<file path="src/rtl/psum_requant_stage.sv">
// psum_requant_stage
//   Accumulates a group of signed partial sums (terminated by in_last),
//   arithmetic-shifts the group sum right by SHIFT, optionally applies ReLU,
//   clamps it to the signed OUT_WIDTH range and presents it in a registered
//   output slot with a valid/ready handshake.
//
//   Optional feature: define PSUM_RELU_EN to zero negative shifted values
//   before clamping. Zeroing is not reported as saturation.
//
// Ports
//   clk        rising-edge clock
//   rst        asynchronous active-high reset
//   in_valid   partial sum presented
//   in_ready   stage accepts in_psum this cycle
//   in_psum    signed partial sum (ACC_WIDTH)
//   in_last    final partial sum of a group
//   out_valid  out_data holds a completed result
//   out_ready  downstream takes out_data this cycle
//   out_data   requantized group result (OUT_WIDTH, signed)
//   out_sat    result was clamped to a range limit
//   out_len    beats in the emitted group, saturating at 255
module psum_requant_stage #(
  parameter int ACC_WIDTH = 16,
  parameter int SUM_WIDTH = 24,
  parameter int OUT_WIDTH = 8,
  parameter int SHIFT     = 2
) (
  input  logic                 clk,
  input  logic                 rst,
  input  logic                 in_valid,
  output logic                 in_ready,
  input  logic [ACC_WIDTH-1:0] in_psum,
  input  logic                 in_last,
  output logic                 out_valid,
  input  logic                 out_ready,
  output logic [OUT_WIDTH-1:0] out_data,
  output logic                 out_sat,
  output logic [7:0]           out_len
);

  // Clamp limits expressed in the accumulator width for signed comparison.
  localparam logic signed [SUM_WIDTH-1:0] SUM_MAX = SUM_WIDTH'(2**(OUT_WIDTH-1) - 1);
  localparam logic signed [SUM_WIDTH-1:0] SUM_MIN = ~SUM_MAX;
  localparam logic [OUT_WIDTH-1:0] OUT_MAX = {1'b0, {(OUT_WIDTH-1){1'b1}}};
  localparam logic [OUT_WIDTH-1:0] OUT_MIN = {1'b1, {(OUT_WIDTH-1){1'b0}}};

  logic signed [SUM_WIDTH-1:0] sum_r;
  logic [7:0]                  cnt_r;
  logic                        first_r;

  logic                        accept_s;
  logic signed [SUM_WIDTH-1:0] psum_ext_s;
  logic signed [SUM_WIDTH-1:0] sum_next_s;
  logic [7:0]                  cnt_next_s;
  logic signed [SUM_WIDTH-1:0] shifted_s;
  logic [OUT_WIDTH-1:0]        res_data_s;
  logic                        res_sat_s;

  // Only a result stalled by the consumer blocks new beats.
  assign in_ready = ~(out_valid & ~out_ready);
  assign accept_s = in_valid & in_ready;

  // Running sum and beat count including the beat currently presented.
  always_comb begin
    psum_ext_s = SUM_WIDTH'($signed(in_psum));
    if (first_r) begin
      sum_next_s = psum_ext_s;
      cnt_next_s = 8'd1;
    end else begin
      sum_next_s = sum_r + psum_ext_s;
      cnt_next_s = (cnt_r == 8'd255) ? 8'd255 : cnt_r + 8'd1;
    end
  end

  // Requantize: arithmetic shift, optional ReLU, clamp to output range.
  always_comb begin
    shifted_s = sum_next_s >>> SHIFT;
`ifdef PSUM_RELU_EN
    if (shifted_s < $signed({SUM_WIDTH{1'b0}})) begin
      shifted_s = '0;
    end else begin
      shifted_s = shifted_s;
    end
`endif
    if (shifted_s > SUM_MAX) begin
      res_data_s = OUT_MAX;
      res_sat_s  = 1'b1;
    end else if (shifted_s < SUM_MIN) begin
      res_data_s = OUT_MIN;
      res_sat_s  = 1'b1;
    end else begin
      res_data_s = shifted_s[OUT_WIDTH-1:0];
      res_sat_s  = 1'b0;
    end
  end

  // Group accumulation state and registered output slot.
  always_ff @(posedge clk or posedge rst) begin
    if (rst) begin
      sum_r     <= '0;
      cnt_r     <= 8'd0;
      first_r   <= 1'b1;
      out_valid <= 1'b0;
      out_data  <= '0;
      out_sat   <= 1'b0;
      out_len   <= 8'd0;
    end else if (accept_s && in_last) begin
      // Close the group; the next accepted beat starts a fresh one.
      sum_r     <= sum_next_s;
      cnt_r     <= 8'd0;
      first_r   <= 1'b1;
      out_valid <= 1'b1;
      out_data  <= res_data_s;
      out_sat   <= res_sat_s;
      out_len   <= cnt_next_s;
    end else begin
      if (accept_s) begin
        sum_r   <= sum_next_s;
        cnt_r   <= cnt_next_s;
        first_r <= 1'b0;
      end else begin
        sum_r   <= sum_r;
        cnt_r   <= cnt_r;
        first_r <= first_r;
      end
      if (out_ready) begin
        out_valid <= 1'b0;
      end else begin
        out_valid <= out_valid;
      end
    end
  end

endmodule
</file>
<file path="config.mk">
export PLATFORM = sky130hd
export DESIGN_NAME = psum_requant_stage
export DESIGN_NICKNAME = d
export VERILOG_FILES = /design/src/rtl/psum_requant_stage.sv
export SDC_FILE = /design/constraint.sdc
export NUM_CORES = 1
export LEC_CHECK = 0
export BUFFER_PORTS_ARGS = -buffer_cell sky130_fd_sc_hd__buf_2
export CAP_MARGIN = 20
export CORE_MARGIN = 2
export CORE_UTILIZATION = 31
export DETAILED_ROUTE_END_ITERATION = 7
export SLEW_MARGIN = 20
export SYNTH_ARGS = -nofsm -noshare
export SYNTH_HDL_FRONTEND = slang
export SYNTH_SLANG_ARGS = --single-unit
</file>
<file path="constraint.sdc">
create_clock -name clk -period 7.3 [get_ports clk]
set_clock_uncertainty 0.1 [all_clocks]
set_input_delay 0.365 -clock clk [delete_from_list [all_inputs] [get_ports clk]]
set_output_delay 0.365 -clock clk [all_outputs]
set_load 0.03 [all_outputs]
</file>
==> results.sh <==
export IMPL_outcome="finished clean"
export IMPL_cts_sinks=51
export IMPL_end_kind="flip-flop"
export IMPL_p_total_mw=1.66
export IMPL_dpl_cell_area_sq_um=3970
export IMPL_die_h_um=113
export IMPL_fp_dieW_um=113
export IMPL_wire_per_inst_um=15.8
export IMPL_grt_usage_pct=15.7
export IMPL_drc=0
export IMPL_syn_instance_count=441
export IMPL_grt_max_degree=52
export IMPL_numCtsBuffers=5
export IMPL_drt_met1_wl_um=4590
export IMPL_ys_ff_latch=51
export IMPL_core_area_sq_um=11500
export IMPL_critPathMostFrequentCell="o21ai_0"
export IMPL_area_delta_synth_final_pct=13.0
export IMPL_nFillCells=1198
export IMPL_p_per_area_nw_per_um2=399
export IMPL_clk_pin_slew_ns=0.07
export IMPL_ant_nets=0
export IMPL_root_buffer="clkbuf_16"
export IMPL_grt_pass1_wl_um=16500
export IMPL_vias=3400
export IMPL_worst_pin_slew_ns=0.823
export IMPL_finalSetupViolCount=0
export IMPL_cp_top_family="compound AO/OA/AOI/OAI gates"
export IMPL_yosysSeqAreaShare_pct=34.7
export IMPL_seq_area_sq_um=1280
export IMPL_syn_num_nets=487
export IMPL_dr_first_iter_drc_count=175
export IMPL_antenna_found_initial=0
export IMPL_clk_latency_ns=0.30
export IMPL_cts_buffer_depth=2
export IMPL_viasPerCell=5.55
export IMPL_synth_distinct_cells=55
export IMPL_rsz0062_at_grt="no"
export IMPL_hpwl_um=7020
export IMPL_route_met3_wl_um=421
export IMPL_ir_drop_mv=0.167
export IMPL_min_period_ns=3.91
export IMPL_grt_pass1_vias=3331
export IMPL_yosysWarnings=0
export IMPL_start_util_pct=32.0
export IMPL_whs_ns=0.148
export IMPL_firstDrtPassIters=4
export IMPL_slew_headroom_pct=45.1
export IMPL_final_common_cell="nand2_1"
export IMPL_grt_overflow=0
export IMPL_num_io_pins=40
export IMPL_yosys_most_used_dff="dfrtp_1"
export IMPL_htreeDepth=2
export IMPL_nets=515
export IMPL_postSynthAreaPerCell_sq_um=8.36
export IMPL_layout_common_cells="82 x nand2_1, 50 x dfrtp_1, 46 x o21ai_0"
export IMPL_std_cell_rows=39
export IMPL_finalMaxSlewViolations=0
export IMPL_postCtsSetupRepairBufs=0
export IMPL_cts_repair_resized=0
export IMPL_crit_path_cell_trace="ha_1 > fa_1 > a211oi_1 > o21ai_0 > a22oi_1 > nor2b_1 > o21ai_0 > xor2_1 > a211o_1 > or4_4 > o31ai_4 > o22ai_1"
export IMPL_postCtsHoldBufs=0
export IMPL_async_reset_ff_share_pct=100
export IMPL_arrival_ns=3.95
export IMPL_crit_path_max_fanout=7
export IMPL_drive_above_1_share_pct=13.8
export IMPL_cp_slowest_stage_delay_ns=0.44
export IMPL_finalSetupTns_ns=0
export IMPL_hold_path_class="in2async"
export IMPL_r2r_cells=12
export IMPL_p_leak_nw=1.83
export IMPL_maxCapViolCount=0
export IMPL_finalCritPeriodShare_pct=53.6
export IMPL_synth_edf_count=0
export IMPL_clock_fmax_ghz=0.256
export IMPL_r2r_start="sum_r[0]"
export IMPL_crit_type="reg2reg"
export IMPL_cts_tree="done"
export IMPL_port_buffers=39
export IMPL_final_core_util_pct=36.2
export IMPL_hold_violations=0
export IMPL_r2r_slack_ns=3.39
export IMPL_synth_area_sq_um=3690
export IMPL_slowest_stage="or4_4"
export IMPL_critPathRequiredTime_ns=7.34
export IMPL_top_layer="met4"
export IMPL_finalInstanceArea_sq_um=4160
export IMPL_timing_rr_end="out_data[2]"
export IMPL_wl_met2_um=4530
export IMPL_cp_num_buf_inv=0
export IMPL_drt_wl_total_um=9690
export IMPL_start_kind="flip-flop"
export IMPL_place_gp_congestion=0.887
export IMPL_multi_input_area_sq_um=2260
export IMPL_antenna_cells=0
export IMPL_design_die_area_sq_um=12800
==> how the worst max path moves through the flow <==
| stage | from | slack (ns) | depth (start not counted) | to |
|---|---|---|---|---|
| after floorplan | sum_r[1] | 3.88 | 11 | out_data[1] |
| after global placement | in_psum[0] | 3.48 | 13 | out_data[3] |
| after detailed placement | in_psum[0] | 3.38 | 13 | out_data[2] |
| after CTS | sum_r[0] | 3.45 | 12 | out_data[5] |
| after global routing | sum_r[0] | 3.05 | 12 | out_data[2] |
| final | sum_r[0] | 3.39 | 12 | out_data[2] |
==> cell families after synthesis <==
family / count (synthesis) / share of synthesized area, %
flops: 51 / 34.7
buf+inv: 30 / 3.94
xor+xnor: 20 / 4.75
mux: 10 / 2.99
simple gates: 161 / 19.9
compound gates: 144 / 25.1
fa+ha+maj: 25 / 8.69
==> per-stage QoR <==
stage / instances / worst slack, ns
CTS: 613 / 3.45
global route: 613 / 3.05
detailed placement: 605 / 3.38
global placement: 605 / 3.48
floorplan: 441 / 3.88
finish: 613 / 3.39
==> tightest hold or removal path, stage by stage <==
cell and delay, ns:
buf_2 0.10, inv_2 0.03, buf_4 0.54
==> state kept, by name (all words and copies together), names as in the netlist <==
name / cells
cnt_r: 8
first_r: 1
out_len: 8
out_sat: 1
out_valid: 1
sum_r: 24
out_data: 8
==> cell type report <==
class	instances	area share, %
sequential	51	30.7
tap	143	4.30
timing repair buffer	41	5.05
clock buffer	5	3.00
clock inverter	3	1.71
inverter	10	0.901
multi-input combinational	360	54.4
==> report_power, final <==
group          switching [mW]  leakage (nW)  total (mW)  internal (mW)
clock network           0.117        0.0959       0.316          0.199
logic                   0.559          1.12       0.912          0.352
registers              0.0659         0.616       0.436          0.370
total                   0.742          1.83        1.66          0.922
==> synth_stat cells (2+ instances only) <==
library cell	number	share of area, %
nand2_1	82	8.4
dfrtp_1	50	34
o21ai_0	46	6.2
a21oi_1	38	5.2
nor2_1	32	3.3
ha_1	24	8.1
clkbuf_1	13	1.3
inv_1	10	1.0
xnor2_1	10	2.4
xor2_1	10	2.4
mux2_2	8	2.4
nand3_1	8	1.1
o22a_1	8	1.9
a21o_1	7	1.4
nor3_1	7	0.95
o22ai_1	7	1.2
and3_1	6	1.0
nand4_1	5	0.85
a22o_1	4	0.95
a41oi_1	4	0.95
nor2b_1	4	0.68
o211ai_1	4	0.81
a22oi_1	3	0.61
a31oi_1	3	0.51
and2_1	3	0.51
buf_6	3	0.92
o21bai_1	3	0.61
o31ai_1	3	0.61
a211o_1	2	0.48
a211oi_1	2	0.41
buf_2	2	0.27
buf_4	2	0.41
mux2i_1	2	0.54
nand4b_1	2	0.48
nor3b_1	2	0.41
nor4bb_1	2	0.54
o31a_1	2	0.48
==> per-layer routing <==
| metal | GRT usage (%) | vias to the layer above |
|---|---|---|
| met2 | 25.2 | 102 |
| met4 | 4.23 | 0 |
| li1 | - | 1651 |
| met3 | 2.46 | 15 |
| met1 | 22.0 | 1632 |
| met5 | 0 | - |
Power figures use the tool's default switching activity.
